$ cat src/rtl/vic_video_pkg.sv
// rtl/vic_video_pkg.sv - shared VIC-II video constants, field widths and C64 palette
package vic_video_pkg;

  localparam int R_W   = 4;
  localparam int G_W   = 4;
  localparam int B_W   = 4;
  localparam int RGB_W = R_W + G_W + B_W;
  localparam int IDX_W = 4;

  localparam int LINE_MAX_DEF = 512;

  // C64 colours reduced to 4 bits per channel, {R,G,B}
  localparam logic [RGB_W-1:0] PALETTE [16] = '{
    12'h000, 12'hFFF, 12'h833, 12'h6BB,
    12'h839, 12'h5A4, 12'h438, 12'hBC7,
    12'h852, 12'h540, 12'hB66, 12'h555,
    12'h777, 12'h9E8, 12'h76C, 12'h999
  };

  // Halve every channel independently (used for the darkened second scan)
  function automatic logic [RGB_W-1:0] dim_rgb(input logic [RGB_W-1:0] c);
    return {1'b0, c[RGB_W-1 -: R_W-1],
            1'b0, c[B_W+G_W-1 -: G_W-1],
            1'b0, c[B_W-1 -: B_W-1]};
  endfunction

endpackage

$ cat src/rtl/vic_linebuf.sv
// rtl/vic_linebuf.sv - two-line buffer, one write port and one registered read port
module vic_linebuf #(
  parameter int AW = 9,
  parameter int DW = 4
) (
  input  logic          clk,
  input  logic          we,
  input  logic [AW:0]   waddr,
  input  logic [DW-1:0] wdata,
  input  logic [AW:0]   raddr,
  output logic [DW-1:0] rdata
);

  // Address is {buffer select, x}; each half spans the full x range
  logic [DW-1:0] mem [2**(AW+1)];

  // Write port: pixel capture into the buffer currently being filled
  always_ff @(posedge clk) begin
    if (we) mem[waddr] <= wdata;
  end

  // Read port: one-cycle registered read of the buffer being replayed
  always_ff @(posedge clk) begin
    rdata <= mem[raddr];
  end

endmodule

$ cat src/rtl/vic_scandoubler.sv
// rtl/vic_scandoubler.sv - VIC-II line doubler to 12-bit RGB; SCANLINES_EN darkens the repeat
module vic_scandoubler
  import vic_video_pkg::*;
#(
  parameter int LINE_MAX  = LINE_MAX_DEF,
  parameter int HSYNC_LEN = 60,
  parameter int AW        = 9
) (
  input  logic             clk,
  input  logic             rst_n,
  input  logic             pix_ce,
  input  logic [IDX_W-1:0] pix_in,
  input  logic             hsync_in,
  input  logic             vsync_in,
  output logic [RGB_W-1:0] rgb_out,
  output logic             hsync_out,
  output logic             vsync_out,
  output logic             line_ovf
);

  localparam logic [AW:0] LMAX = (AW+1)'(LINE_MAX);
  localparam logic [AW:0] HLEN = (AW+1)'(HSYNC_LEN);

  logic             hs_prev;
  logic             line_ev;
  logic             armed;
  logic             wsel;
  logic [AW:0]      wr_x;
  logic [AW:0]      line_len;
  logic [AW:0]      rd_x;
  logic             rep;
  logic             vs_pipe;
  logic             wr_en;
  logic [AW:0]      wr_addr;
  logic [AW:0]      rd_addr;
  logic [IDX_W-1:0] rd_data;
  logic             act1;
  logic             hs1;
  logic             vs1;
  logic [RGB_W-1:0] pal_rgb;
`ifdef SCANLINES_EN
  logic             rep1;
`endif

  assign line_ev = hsync_in & ~hs_prev;
  assign rd_addr = {~wsel, rd_x[AW-1:0]};

  // Capture address: a pixel coinciding with the line event starts the new buffer at 0
  always_comb begin
    wr_en   = 1'b0;
    wr_addr = {wsel, wr_x[AW-1:0]};
    if (line_ev) begin
      wr_en   = pix_ce;
      wr_addr = {~wsel, {AW{1'b0}}};
    end else if (armed && wr_x < LMAX) begin
      wr_en   = pix_ce;
    end
  end

  vic_linebuf #(.AW(AW), .DW(IDX_W)) u_linebuf (
    .clk   (clk),
    .we    (wr_en),
    .waddr (wr_addr),
    .wdata (pix_in),
    .raddr (rd_addr),
    .rdata (rd_data)
  );

  // Input side: line event bookkeeping, write pointer and overflow flag.
  // Pixels are only counted once a line event has been seen, so a partial
  // line after reset never reaches the output.
  always_ff @(posedge clk or negedge rst_n) begin
    if (!rst_n) begin
      hs_prev  <= 1'b0;
      armed    <= 1'b0;
      wsel     <= 1'b0;
      wr_x     <= '0;
      line_len <= '0;
      vs_pipe  <= 1'b0;
      line_ovf <= 1'b0;
    end else begin
      hs_prev <= hsync_in;
      if (line_ev) begin
        armed    <= 1'b1;
        wsel     <= ~wsel;
        line_len <= wr_x;
        wr_x     <= pix_ce ? (AW+1)'(1) : '0;
        vs_pipe  <= vsync_in;
        line_ovf <= 1'b0;
      end else if (pix_ce && armed) begin
        if (wr_x < LMAX) wr_x <= wr_x + 1'b1;
        else             line_ovf <= 1'b1;
      end
    end
  end

  // Output side: replay pointer runs every clk and wraps at the captured length
  always_ff @(posedge clk or negedge rst_n) begin
    if (!rst_n) begin
      rd_x <= '0;
      rep  <= 1'b0;
    end else if (line_ev) begin
      rd_x <= '0;
      rep  <= 1'b0;
    end else if (line_len == '0) begin
      rd_x <= '0;
    end else if (rd_x + 1'b1 == line_len) begin
      rd_x <= '0;
      rep  <= ~rep;
    end else begin
      rd_x <= rd_x + 1'b1;
    end
  end

  // Stage 1: timing signals travel alongside the registered RAM read
  always_ff @(posedge clk or negedge rst_n) begin
    if (!rst_n) begin
      act1 <= 1'b0;
      hs1  <= 1'b0;
      vs1  <= 1'b0;
`ifdef SCANLINES_EN
      rep1 <= 1'b0;
`endif
    end else begin
      act1 <= (line_len != '0);
      hs1  <= (line_len != '0) && (rd_x < HLEN);
      vs1  <= vs_pipe;
`ifdef SCANLINES_EN
      rep1 <= rep;
`endif
    end
  end

  // Palette lookup, darkened on the second scan when scanlines are enabled
  always_comb begin
    pal_rgb = PALETTE[rd_data];
`ifdef SCANLINES_EN
    if (rep1) pal_rgb = dim_rgb(pal_rgb);
`endif
  end

  // Stage 2: registered colour with blanking during hsync and before any line
  always_ff @(posedge clk or negedge rst_n) begin
    if (!rst_n) begin
      rgb_out   <= '0;
      hsync_out <= 1'b0;
      vsync_out <= 1'b0;
    end else begin
      rgb_out   <= (hs1 || !act1) ? '0 : pal_rgb;
      hsync_out <= hs1;
      vsync_out <= vs1;
    end
  end

endmodule
$ cat config.mk
export PLATFORM = sky130hd
export DESIGN_NAME = vic_scandoubler
export DESIGN_NICKNAME = d
export VERILOG_FILES = /design/src/rtl/vic_video_pkg.sv /design/src/rtl/vic_linebuf.sv /design/src/rtl/vic_scandoubler.sv
export SDC_FILE = /design/constraint.sdc
export NUM_CORES = 2
export LEC_CHECK = 0
export BUFFER_PORTS_ARGS = -buffer_cell sky130_fd_sc_hd__buf_2
export CAP_MARGIN = 10
export CORE_ASPECT_RATIO = 1.1
export CORE_MARGIN = 3
export CORE_UTILIZATION = 40
export DETAILED_ROUTE_END_ITERATION = 7
export PLACE_DENSITY = 0.51
export SYNTH_ARGS = -nofsm -noshare
export SYNTH_HDL_FRONTEND = slang
export SYNTH_SLANG_ARGS = --single-unit
$ cat constraint.sdc
create_clock -name clk -period 7.5 [get_ports clk]
set_input_delay 0.375 -clock clk [delete_from_list [all_inputs] [get_ports clk]]
set_output_delay 0.375 -clock clk [all_outputs]
set_load 0.01 [all_outputs]
==> impl_metrics.ini <==
[outcome]
status = finished clean

[sta]
fmax_mhz = 183
maxSlewViolCount = 0
rsz0062_at_grt = no
worst_pin_slew_ps = 1360
finalWorstSetupSlack_ps = 2040
post-route-period-util = 0.728
min_period_ps = 5460
clock_skew_ps = 79.7
final_hold_viol_count = 0
setup_viol = 0
maxSlewHeadroom = 0.0837
fin_setup_tns_ps = 0

[floorplan]
fp-row-count = 246
die_w_um = 617
initial_core_util = 0.402
coreArea_um2 = 408000
io_pins = 24
die-height_um = 678
dieArea_um2 = 418000

[placement]
place_inst = 13400
place_ws_ps = 2140
post-dp-hpwl_um = 313000
place.gp.congestion = 0.873
numPortBuffers = 23
placed_area_um2 = 171000

[worst_setup_path]
reg2reg_from = rd_x[1]
critical_path_class = register to register
crit_start = rd_x[1]
reg2regPathDepth = 9
worstPathMaxFanout = 106
r2r_slack_ps = 2040
r2r_end = u_linebuf.rdata[2]
worstSetupEndpoint = u_linebuf.rdata[2]
worst_setup_path_end_kind = register
critPathRequiredTime_ps = 8350
arrival_ps = 6310
startpoint_type = register

[flow_run]
cap_violations = 0

[global_route]
grt_util_all_layers = 0.248
grt_max_degree = 243
antenna_found_initial = 34
grt_pass1_vias = 86200
grt_pass1_wl_um = 722000
overflow = 0

[clocking]
insertion_delay_ps = 1000
clkTransAtPathRegs_ps = 60
cts.sinks = 4152
htree_levels = 5
cts_resized = 0
root_buffer = clkbuf_16
cts_buffer_depth = 4
cts_tree = built
cts_made_buffers = 425

[cells_and_area]
areaGrowthSynthToFinish_pct = 12.4
utilization = 0.452
drive_gt1_frac = 0.227
nets = 8409
final_cell_area_um2 = 184000
fin_cells = 14200

[logic_synthesis]
synth_top_area_frac = 0.750
post_synth_instance_area_um2 = 164000
synth_nets = 8291
synth-edff-count = 4096
synth_top_area_cell = edfxtp_1
netlist_instances = 8275
synthArstFlopShare = 0.0125
avgSynthCellArea_um2 = 19.8
synthTopCellsByArea = edfxtp_1 (75%), mux4_2 (13%), nor2_1 (2.5%)
synth_seq_cells = 4152
synth_flop_cell = edfxtp_1
ys_seq_area_frac = 0.758
synth_cell_types = 89
ys_warn_count = 0

[drt]
firstDrtPassIters = 5
drtAntennaViolNets = 0
drt-initial-drc-count = 9883
drc_errors = 0
viasPerCell = 5.99
num_vias = 85200
post_drt_wl_per_cell_um = 36.9
routed_wl_um = 524000

[pwr]
ir_worst_vdd_v = 0.000248
p_per_area_nw_per_um2 = 309
power.leakage_nw = 55.4

[hold_path]
hp-class = input pin to register
==> placed cells by master (no fill, tap or decap), types with 14 or more instances in the layout <==
cell       count
edfxtp_1    4096
nor2_1      1105
mux4_2       968
clkbuf_16    429
mux2i_1      290
buf_4        206
nand2_1      203
a22oi_1      113
clkinv_1     100
clkbuf_1      99
a21oi_1       95
clkinv_2      87
o22ai_1       66
mux2_2        56
nand3_1       51
o21ai_0       51
o221ai_1      50
a221oi_1      48
dfrtp_1       45
buf_12        44
a211oi_1      32
bufinv_16     32
nor3_1        27
buf_2         19
nand2_4       17
a22o_1        16
a211o_1       16
diode_2       14
xor2_1        14
==> logic make-up (layout without fill, tap and decap cells) <==
| logic type | count (synthesis) | after routing | share of synthesized area |
|---|---|---|---|
| compound gates | 622 | 622 | 0.0278 |
| xor+xnor | 27 | 27 | 0.00144 |
| fa+ha+maj | 7 | 7 | 0.000534 |
| buf+inv | 611 | 1086 | 0.0196 |
| flops | 4152 | 4152 | 0.758 |
| mux | 1314 | 1314 | 0.154 |
| other cells | 0 | 14 | 0 |
| simple gates | 1542 | 1542 | 0.0379 |
==> cells in the mapped netlist (14+ instances only) <==
| library cell | number |
|---|---|
| a22oi_1 | 113 |
| a221oi_1 | 48 |
| a211o_1 | 16 |
| buf_4 | 67 |
| nor3_1 | 31 |
| o22ai_1 | 66 |
| buf_2 | 130 |
| buf_6 | 52 |
| a22o_1 | 16 |
| o21ai_0 | 52 |
| mux2_2 | 56 |
| buf_1 | 69 |
| clkbuf_1 | 269 |
| a211oi_1 | 33 |
| dfrtp_1 | 52 |
| a21oi_1 | 95 |
| xor2_1 | 14 |
| nand2_1 | 237 |
| mux4_2 | 968 |
| a2111oi_0 | 14 |
| nor2b_1 | 23 |
| edfxtp_1 | 4096 |
| o221ai_1 | 50 |
| nor2_1 | 1111 |
| nand3_1 | 52 |
| mux2i_1 | 290 |
==> timing repair <==
action / 4_1_cts / 5_1_grt
endpoints found under the hold margin: 398 / 0
hold buffers: 10 / 0
setup buffers: 0 / 0
==> metal layers <==
layer	GRT usage	vias to the layer above	share of wire
li1	-	34000	-
met1	0.333	46100	0.39
met2	0.393	4078	0.48
met3	0.0547	884	0.086
met4	0.0977	8	0.045
met5	0	-	0.00014
==> registers in the layout, summed over array words and instances (netlist names), 4 cells and up <==
register	cells
line_len	10
rd_x	10
rgb_out	12
u_linebuf.mem	4096
u_linebuf.rdata	4
wr_x	10
==> metrics by stage <==
stage          power [W]  hold slack, ps
2_1_floorplan     0.0333            79.4
3_3_place_gp      0.0370             342
3_5_place_dp      0.0370             361
4_1_cts           0.0575            38.1
5_1_grt           0.0588            96.1
6_report          0.0570             128
==> final cells by class <==
class / count / area (um^2)
Antenna cell: 14 / 35.0
Inverter: 16 / 70.1
Multi-Input combinational cell: 3512 / 37000
Sequential cell: 4152 / 124000
Fill cell: 34500 / 224000
Tap cell: 5456 / 6830
Clock inverter: 252 / 2170
Clock buffer: 532 / 11200
Timing Repair Buffer: 286 / 2730
==> critical path, stage by stage, from the launching register on <==
cell	delay, ps
dfrtp_4	930
buf_12	510
buf_12	420
mux4_2	390
mux4_2	510
mux2_2	330
a211oi_1	660
a211oi_1	130
nor4_2	810
o32ai_1	200
==> report_power, final <==
group          switching (W)  internal, W
Combinational        0.00611      0.00451
Clock                0.00900       0.0116
Sequential          0.000212       0.0256
==> how the worst min path moves through the flow <==
stage / to / depth (start not counted) / start / slack, ps
global route: hs_prev / 2 / hsync_in / 100
global placement: vsync_out / 0 / vs1 / 340
CTS: hs_prev / 2 / hsync_in / 40
finish: hs_prev / 2 / hsync_in / 130
floorplan: act1 / 0 / rst_n / 80
detailed placement: vsync_out / 0 / vs1 / 360
(Power assumes the default switching activity.)
